===== config.mk =====
export PLATFORM = sky130hd
export DESIGN_NAME = rat_hist_walker
export DESIGN_NICKNAME = d
export VERILOG_FILES = /design/src/rtl/rat_hist_walker.sv
export SDC_FILE = /design/constraint.sdc
export NUM_CORES = 1
export LEC_CHECK = 0
export ABC_CLOCK_PERIOD_IN_PS = 6110
export CAP_MARGIN = 40
export CORE_UTILIZATION = 48
export CTS_BUF_LIST = sky130_fd_sc_hd__clkbuf_8
export DETAILED_ROUTE_END_ITERATION = 10
export PLACE_DENSITY = 0.65
export REMOVE_ABC_BUFFERS = 1
export SYNTH_ARGS = -nofsm -noshare
export SYNTH_HDL_FRONTEND = slang
export SYNTH_SLANG_ARGS = --single-unit

===== constraint.sdc =====
create_clock -name clk -period 6.11 [get_ports clk]
set_input_delay 1.222 -clock clk [delete_from_list [all_inputs] [get_ports clk]]
set_output_delay 1.222 -clock clk [all_outputs]
set_load 0.01 [all_outputs]

===== src/rtl/rat_hist_walker.sv =====
`default_nettype none
// ============================================================================
// Module   : rat_hist_walker
// Purpose  : Rename history buffer that frees superseded mappings on retire
//            and walks youngest-to-oldest on flush to restore the RAT.
// Revision : 1.0
// ============================================================================

package rat_hist_pkg;
    typedef logic [4:0] t_gpr_id;
    typedef logic [6:0] t_prf_id;

    typedef struct packed {
        logic    valid;
        t_prf_id prfid;
    } t_rat_reclaim_pkt;

    typedef struct packed {
        logic    valid;
        t_gpr_id gpr;
        t_prf_id prfid;
    } t_rat_restore_pkt;
endpackage

module rat_hist_walker
    import rat_hist_pkg::*;
#(
    parameter int NUM_ENTRIES = 32,
    parameter int LG          = $clog2(NUM_ENTRIES)
) (
    input  logic             clk,
    input  logic             reset,
    input  logic             alloc_vld_rn1,
    input  t_gpr_id          alloc_gpr_rn1,
    input  t_prf_id          alloc_pdst_rn1,
    input  t_prf_id          alloc_pdst_old_rn1,
    output logic [LG:0]      alloc_hid_rn1,
    output logic             hist_full,
    output logic             rename_stall,
    input  logic             retire_vld_rb0,
    input  logic [LG:0]      retire_hid_rb0,
    input  logic             flush_vld,
    input  logic [LG:0]      flush_hid,
    input  logic             flush_incl,
    output t_rat_reclaim_pkt rat_reclaim_pkt_rb1,
    output t_rat_restore_pkt rat_restore_pkt_rbx,
    output logic             walk_done
);

    // Only gpr and pdst_old ever leave the buffer, so pdst is not stored.
    typedef struct packed {
        t_gpr_id gpr;
        t_prf_id pdst_old;
    } t_hist_entry;

    typedef enum logic [0:0] {
        S_IDLE = 1'b0,
        S_WALK = 1'b1
    } t_state;

    t_state           state_q, state_d;
    logic [LG:0]      rd_ptr_q, rd_ptr_d;
    logic [LG:0]      wr_ptr_q, wr_ptr_d;
    logic [LG:0]      tgt_q, tgt_d;
    t_rat_reclaim_pkt reclaim_q, reclaim_d;
    t_rat_restore_pkt restore_q, restore_d;
    logic             walk_done_q, walk_done_d;

    t_hist_entry      hist_mem [NUM_ENTRIES];

    logic             empty_w, full_w, walk_active_w;
    logic             alloc_acc_w, retire_acc_w, flush_acc_w, step_w;
    logic [LG:0]      count_w, wr_post_w, flush_tgt_w, walk_tgt_w, walk_last_w;
    t_hist_entry      walk_entry_w;

    assign count_w       = wr_ptr_q - rd_ptr_q;
    assign empty_w       = (rd_ptr_q == wr_ptr_q);
    assign full_w        = (rd_ptr_q[LG-1:0] == wr_ptr_q[LG-1:0]) && (rd_ptr_q[LG] != wr_ptr_q[LG]);
    // The last restore packet is still on the bus while the FSM is already idle.
    assign walk_active_w = (state_q == S_WALK) || restore_q.valid;

    assign hist_full     = full_w;
    assign rename_stall  = full_w || walk_active_w;
    assign alloc_hid_rn1 = wr_ptr_q;

    assign alloc_acc_w   = alloc_vld_rn1 && !rename_stall;
    assign retire_acc_w  = retire_vld_rb0 && !empty_w;
    assign flush_acc_w   = flush_vld && !walk_active_w;

    assign wr_post_w     = wr_ptr_q + (LG+1)'(alloc_acc_w);
    assign flush_tgt_w   = flush_incl ? flush_hid : flush_hid + (LG+1)'(1);
    assign walk_tgt_w    = (state_q == S_WALK) ? tgt_q : flush_tgt_w;
    assign walk_last_w   = ((state_q == S_WALK) ? wr_ptr_q : wr_post_w) - (LG+1)'(1);
    assign step_w        = (state_q == S_WALK) || (flush_acc_w && (wr_post_w != flush_tgt_w));

    // A same-cycle alloc is the youngest entry and has not reached the array yet.
    always_comb begin
        walk_entry_w = hist_mem[walk_last_w[LG-1:0]];
        if ((state_q == S_IDLE) && alloc_acc_w) begin
            walk_entry_w.gpr      = alloc_gpr_rn1;
            walk_entry_w.pdst_old = alloc_pdst_old_rn1;
        end
    end

    always_comb begin
        state_d         = state_q;
        rd_ptr_d        = rd_ptr_q + (LG+1)'(retire_acc_w);
        wr_ptr_d        = wr_post_w;
        tgt_d           = tgt_q;
        reclaim_d       = '0;
        restore_d       = '0;
        walk_done_d     = 1'b0;

        if (retire_acc_w) begin
            reclaim_d.valid = 1'b1;
            reclaim_d.prfid = hist_mem[rd_ptr_q[LG-1:0]].pdst_old;
        end

        if (flush_acc_w && (wr_post_w == flush_tgt_w)) begin
            walk_done_d = 1'b1;
        end

        if (step_w) begin
            restore_d.valid = 1'b1;
            restore_d.gpr   = walk_entry_w.gpr;
            restore_d.prfid = walk_entry_w.pdst_old;
            wr_ptr_d        = walk_last_w;
            tgt_d           = walk_tgt_w;
            if (walk_last_w == walk_tgt_w) begin
                state_d     = S_IDLE;
                walk_done_d = 1'b1;
            end else begin
                state_d     = S_WALK;
            end
        end
    end

    always_ff @(posedge clk) begin
        if (reset) begin
            state_q     <= S_IDLE;
            rd_ptr_q    <= '0;
            wr_ptr_q    <= '0;
            tgt_q       <= '0;
            reclaim_q   <= '0;
            restore_q   <= '0;
            walk_done_q <= 1'b0;
        end else begin
            state_q     <= state_d;
            rd_ptr_q    <= rd_ptr_d;
            wr_ptr_q    <= wr_ptr_d;
            tgt_q       <= tgt_d;
            reclaim_q   <= reclaim_d;
            restore_q   <= restore_d;
            walk_done_q <= walk_done_d;
        end
    end

    always_ff @(posedge clk) begin
        if (alloc_acc_w) begin
            hist_mem[wr_ptr_q[LG-1:0]] <= '{gpr: alloc_gpr_rn1, pdst_old: alloc_pdst_old_rn1};
        end
    end

    assign rat_reclaim_pkt_rb1 = reclaim_q;
    assign rat_restore_pkt_rbx = restore_q;
    assign walk_done           = walk_done_q;

    a_alloc_legal: assert property (@(posedge clk) disable iff (reset)
        alloc_vld_rn1 |-> !rename_stall);
    a_alloc_pdst: assert property (@(posedge clk) disable iff (reset)
        alloc_vld_rn1 |-> (alloc_pdst_rn1 != alloc_pdst_old_rn1));
    a_retire_legal: assert property (@(posedge clk) disable iff (reset)
        retire_vld_rb0 |-> (!empty_w && (retire_hid_rb0 == rd_ptr_q)));
    a_flush_idle: assert property (@(posedge clk) disable iff (reset)
        flush_vld |-> !walk_active_w);
    a_flush_range: assert property (@(posedge clk) disable iff (reset)
        flush_vld |-> ((flush_hid - rd_ptr_q) < count_w));
    a_no_cross: assert property (@(posedge clk) disable iff (reset)
        count_w <= (LG+1)'(NUM_ENTRIES));

endmodule
`default_nettype wire

==> key figures <==
Finish
  • Final nets: between 1k and 1.5k
  • N_diodes: 0
  • Fin cells: 1682
  • Layout cells sized above 1: 0.329
  • Final core utilization: 0.563
  • Synth-to-layout area growth: 15.3%

Clock tree
  • CTS clk-pin slew, worst paths: 60 ps
  • CTS Sinks: 425
  • Post-CTS sizing: 0
  • Clock Latency Late Sink: just over 600 ps
  • Clock Path Buffers: 3
  • TritonCTS clock tree: done
  • Post-CTS Hold Fix Bufs: 0
  • Postcts setup bufs: 0
  • CTS Buf Count: between 70 and 80
  • Max H-tree Level: 3
  • Root Driver: clkbuf_8

Route
  • DRC errors left: 0
  • Routed Antenna Nets: 0
  • Via count: between 10k and 15k
  • Vias per cell: ~6
  • Wire length per cell: roughly 27 µm
  • Final Routed Wirelength: roughly 45 mm
  • DRC violation total after the first TritonRoute iteration: 854
  • Initial DRT Pass Iterations: 5

Synth
  • Cells after synthesis: around 990
  • EDFF count, synth: 384
  • Largest cells by area after synthesis: edfxtp_1, mux4_2, dfxtp_1
  • Post-synth ARST share: 0
  • Synth cell types: 56
  • Cell with the most instances after synthesis: edfxtp_1
  • Mapped cell area: 0.0189 mm²
  • Register area share after synthesis: 0.653
  • Synth warnings: 0
  • Most instantiated cells after synthesis: edfxtp_1, mux4_2, nor2_1, mux2i_1, dfxtp_1
  • Yosys reg bits: about 430
  • Top cell type by total area after synthesis: edfxtp_1
  • Post-synth top area share: 0.610
  • Avg Cell Area, Syn: 19.1 µm²
  • Main synth FF type: edfxtp_1

Floorplanning
  • Die Ht: 200 µm
  • Area of the core: between 0.03 and 0.04 mm²
  • Boundary Pins: 67
  • FP Rows: 72
  • Initial Util: 0.488
  • Die width: about 200 µm
  • Die area: 0.0402 mm²

Min path
  • Hold Crit Class: register to register
  • Cell depth of the worst hold path: 2
  • Worst Hold Launch: tgt_q[2]$_SDFFE_PP0N_

Global routing
  • First-pass GRT wire length: ~68 mm
  • Congestion Overflow GR: 0
  • Largest net degree at the start of global routing: 99
  • Initial antenna violation count: 0
  • Vias in the first global route: approximately 10k
  • Total GRT Usage: 0.232

Setup path
  • CP Data Required Time: between 6000 and 7000 ps
  • Reg2reg start: alloc_hid_rn1[4]$_SDFF_PP0_
  • Worst Setup SP: alloc_hid_rn1[4]$_SDFF_PP0_
  • CP max FO: 27
  • Crit path arrival time: about 5600 ps
  • CP dominant cell by count: ha_1
  • CP Capture Type: register
  • Crit path max-delay cell type: dfxtp_1
  • Crit-path cells: xor2_1, nor3_1, nand3_1, nand3_1, inv_1, ha_1, ha_1, mux2i_1, ha_1, inv_4, buf_4, mux4_2, mux2i_1, a22oi_1, o221ai_1, a211oi_1
  • Depth of the worst register-to-register path: 16
  • Critical path depth in cells: 16
  • Worst path top cell family by delay: adder cells
  • Crit Path Category: register to register
  • CP startpoint kind: register
  • CP peak stage delay: 730 ps
  • Crit path buffers/inverters: 3

Timing
  • Slew Viols, Final: 0
  • Maximum clock rate: 198 MHz
  • Setup Skew: 26.9 ps
  • Finish-stage setup viols: 0
  • Final WS setup: ~1100 ps
  • Slew Limit Headroom: 0.404
  • RSZ-0062 raised after global routing: no
  • Setup TNS: 0 ps
  • Final period utilization: 0.826
  • Final hold vios: 0
  • Final min period: 5040 ps
  • Worst-margin pin slew: 894 ps

Status
  • Outcome: finished, final reports clean

Place
  • DP Wirelength: 28.9 mm
  • Port Buffer Count: 53
  • Final Wtd Congestion: approximately 0.80
  • Inst Count DP: 1559
  • Worst slack, placed: about 770 ps

Power
  • Peak supply drop: 0.453 mV
  • PwrDens: between 400 and 500 mW/mm²
  • Leak pwr: around 7.2 nW

Job
  • Maxcap violations: 0
## path summary, 6_finish.rpt
check / slack [ps] / endpoint
min: 490 / tgt_q[2]$_SDFFE_PP0N_
max: 1070 / rat_restore_pkt_rbx[2]$_SDFF_PP0_
max reg2reg: 1070 / rat_restore_pkt_rbx[2]$_SDFF_PP0_
min reg2reg: 490 / tgt_q[2]$_SDFFE_PP0N_
## routing by layer
layer	vias up	track usage	part of all wire
li1	4321	-	-
met1	5323	0.332	0.43
met2	401	0.366	0.48
met3	79	0.0448	0.063
met4	0	0.0662	0.021
met5	-	0	0
## stage by stage
step | hold slack [ps] | area [µm²] | total power (W)
finish | 491 | 21800 | 0.0106
global route | 513 | 21800 | 0.0111
CTS | 497 | 21800 | 0.0107
detailed placement | 485 | 20600 | 0.00840
global placement | 476 | 20100 | 0.00834
floorplan | 460 | 18500 | 0.00710
## worst reg2reg max path: stages (launching register included)
cell      delay [ps]
dfxtp_1          730
xor2_1           130
nor3_1           280
nand3_1          190
nand3_1          170
inv_1             70
ha_1             260
ha_1             470
mux2i_1          120
ha_1             420
inv_4            440
buf_4            350
mux4_2           220
mux2i_1           70
a22oi_1          500
o221ai_1         250
a211oi_1         290
## cells by family after synthesis
group	Yosys count	synth area share
simple gates	147	0.0371
fa+ha+maj	6	0.00397
compound gates	55	0.0236
xor+xnor	42	0.0225
flops	425	0.653
mux	237	0.238
buf+inv	76	0.0217
## power by group
part	leakage [nW]	switching (W)	internal, W
Clock	0.730	0.00111	0.00117
Combinational	2.65	0.00251	0.00238
Sequential	3.79	0.000107	0.00332
Total	7.17	0.00373	0.00687
## placed cells by master, fill, tap and decap left out, types with 3 or more instances in the layout
cell type | Yosys | final
edfxtp_1 | 384 | 384
mux4_2 | 166 | 166
clkbuf_8 | 0 | 75
nor2_1 | 76 | 55
clkdlybuf4s50_1 | 0 | 53
mux2i_1 | 42 | 42
dfxtp_1 | 41 | 39
buf_4 | 14 | 35
inv_1 | 8 | 32
nand2_1 | 26 | 26
mux2_2 | 25 | 25
nor2_2 | 0 | 21
xnor2_1 | 20 | 20
buf_8 | 0 | 20
xor2_1 | 17 | 17
clkinv_1 | 1 | 16
a22oi_1 | 13 | 13
a211oi_1 | 13 | 13
o221ai_1 | 12 | 12
nand3_1 | 11 | 11
ha_1 | 6 | 6
clkinv_2 | 0 | 6
nor3_1 | 5 | 5
o21ai_0 | 4 | 4
nand3b_1 | 4 | 4
nor2b_1 | 4 | 4
buf_16 | 0 | 4
or3_1 | 3 | 3
nand4b_1 | 3 | 3
a21oi_1 | 3 | 3
mux2_1 | 3 | 3
buf_6 | 6 | 3
buf_12 | 0 | 3
## registers in the layout (all words and copies together) (netlist names)
signal,cells
hist_mem,384
rat_restore_pkt_rbx,13
rat_reclaim_pkt_rb1,8
alloc_hid_rn1,6
rd_ptr_q,6
tgt_q,6
state_q,1
walk_done,1
## layout make-up
class / instances / area, µm²
timing repair buffer: 118 / 1300
fill: 2927 / 16900
sequential: 425 / 12400
clock inverter: 48 / 218
tap: 518 / 648
multi-input combinational: 487 / 6210
inverter: 11 / 43.8
clock buffer: 75 / 1030
Power figures use the tool's default switching activity.
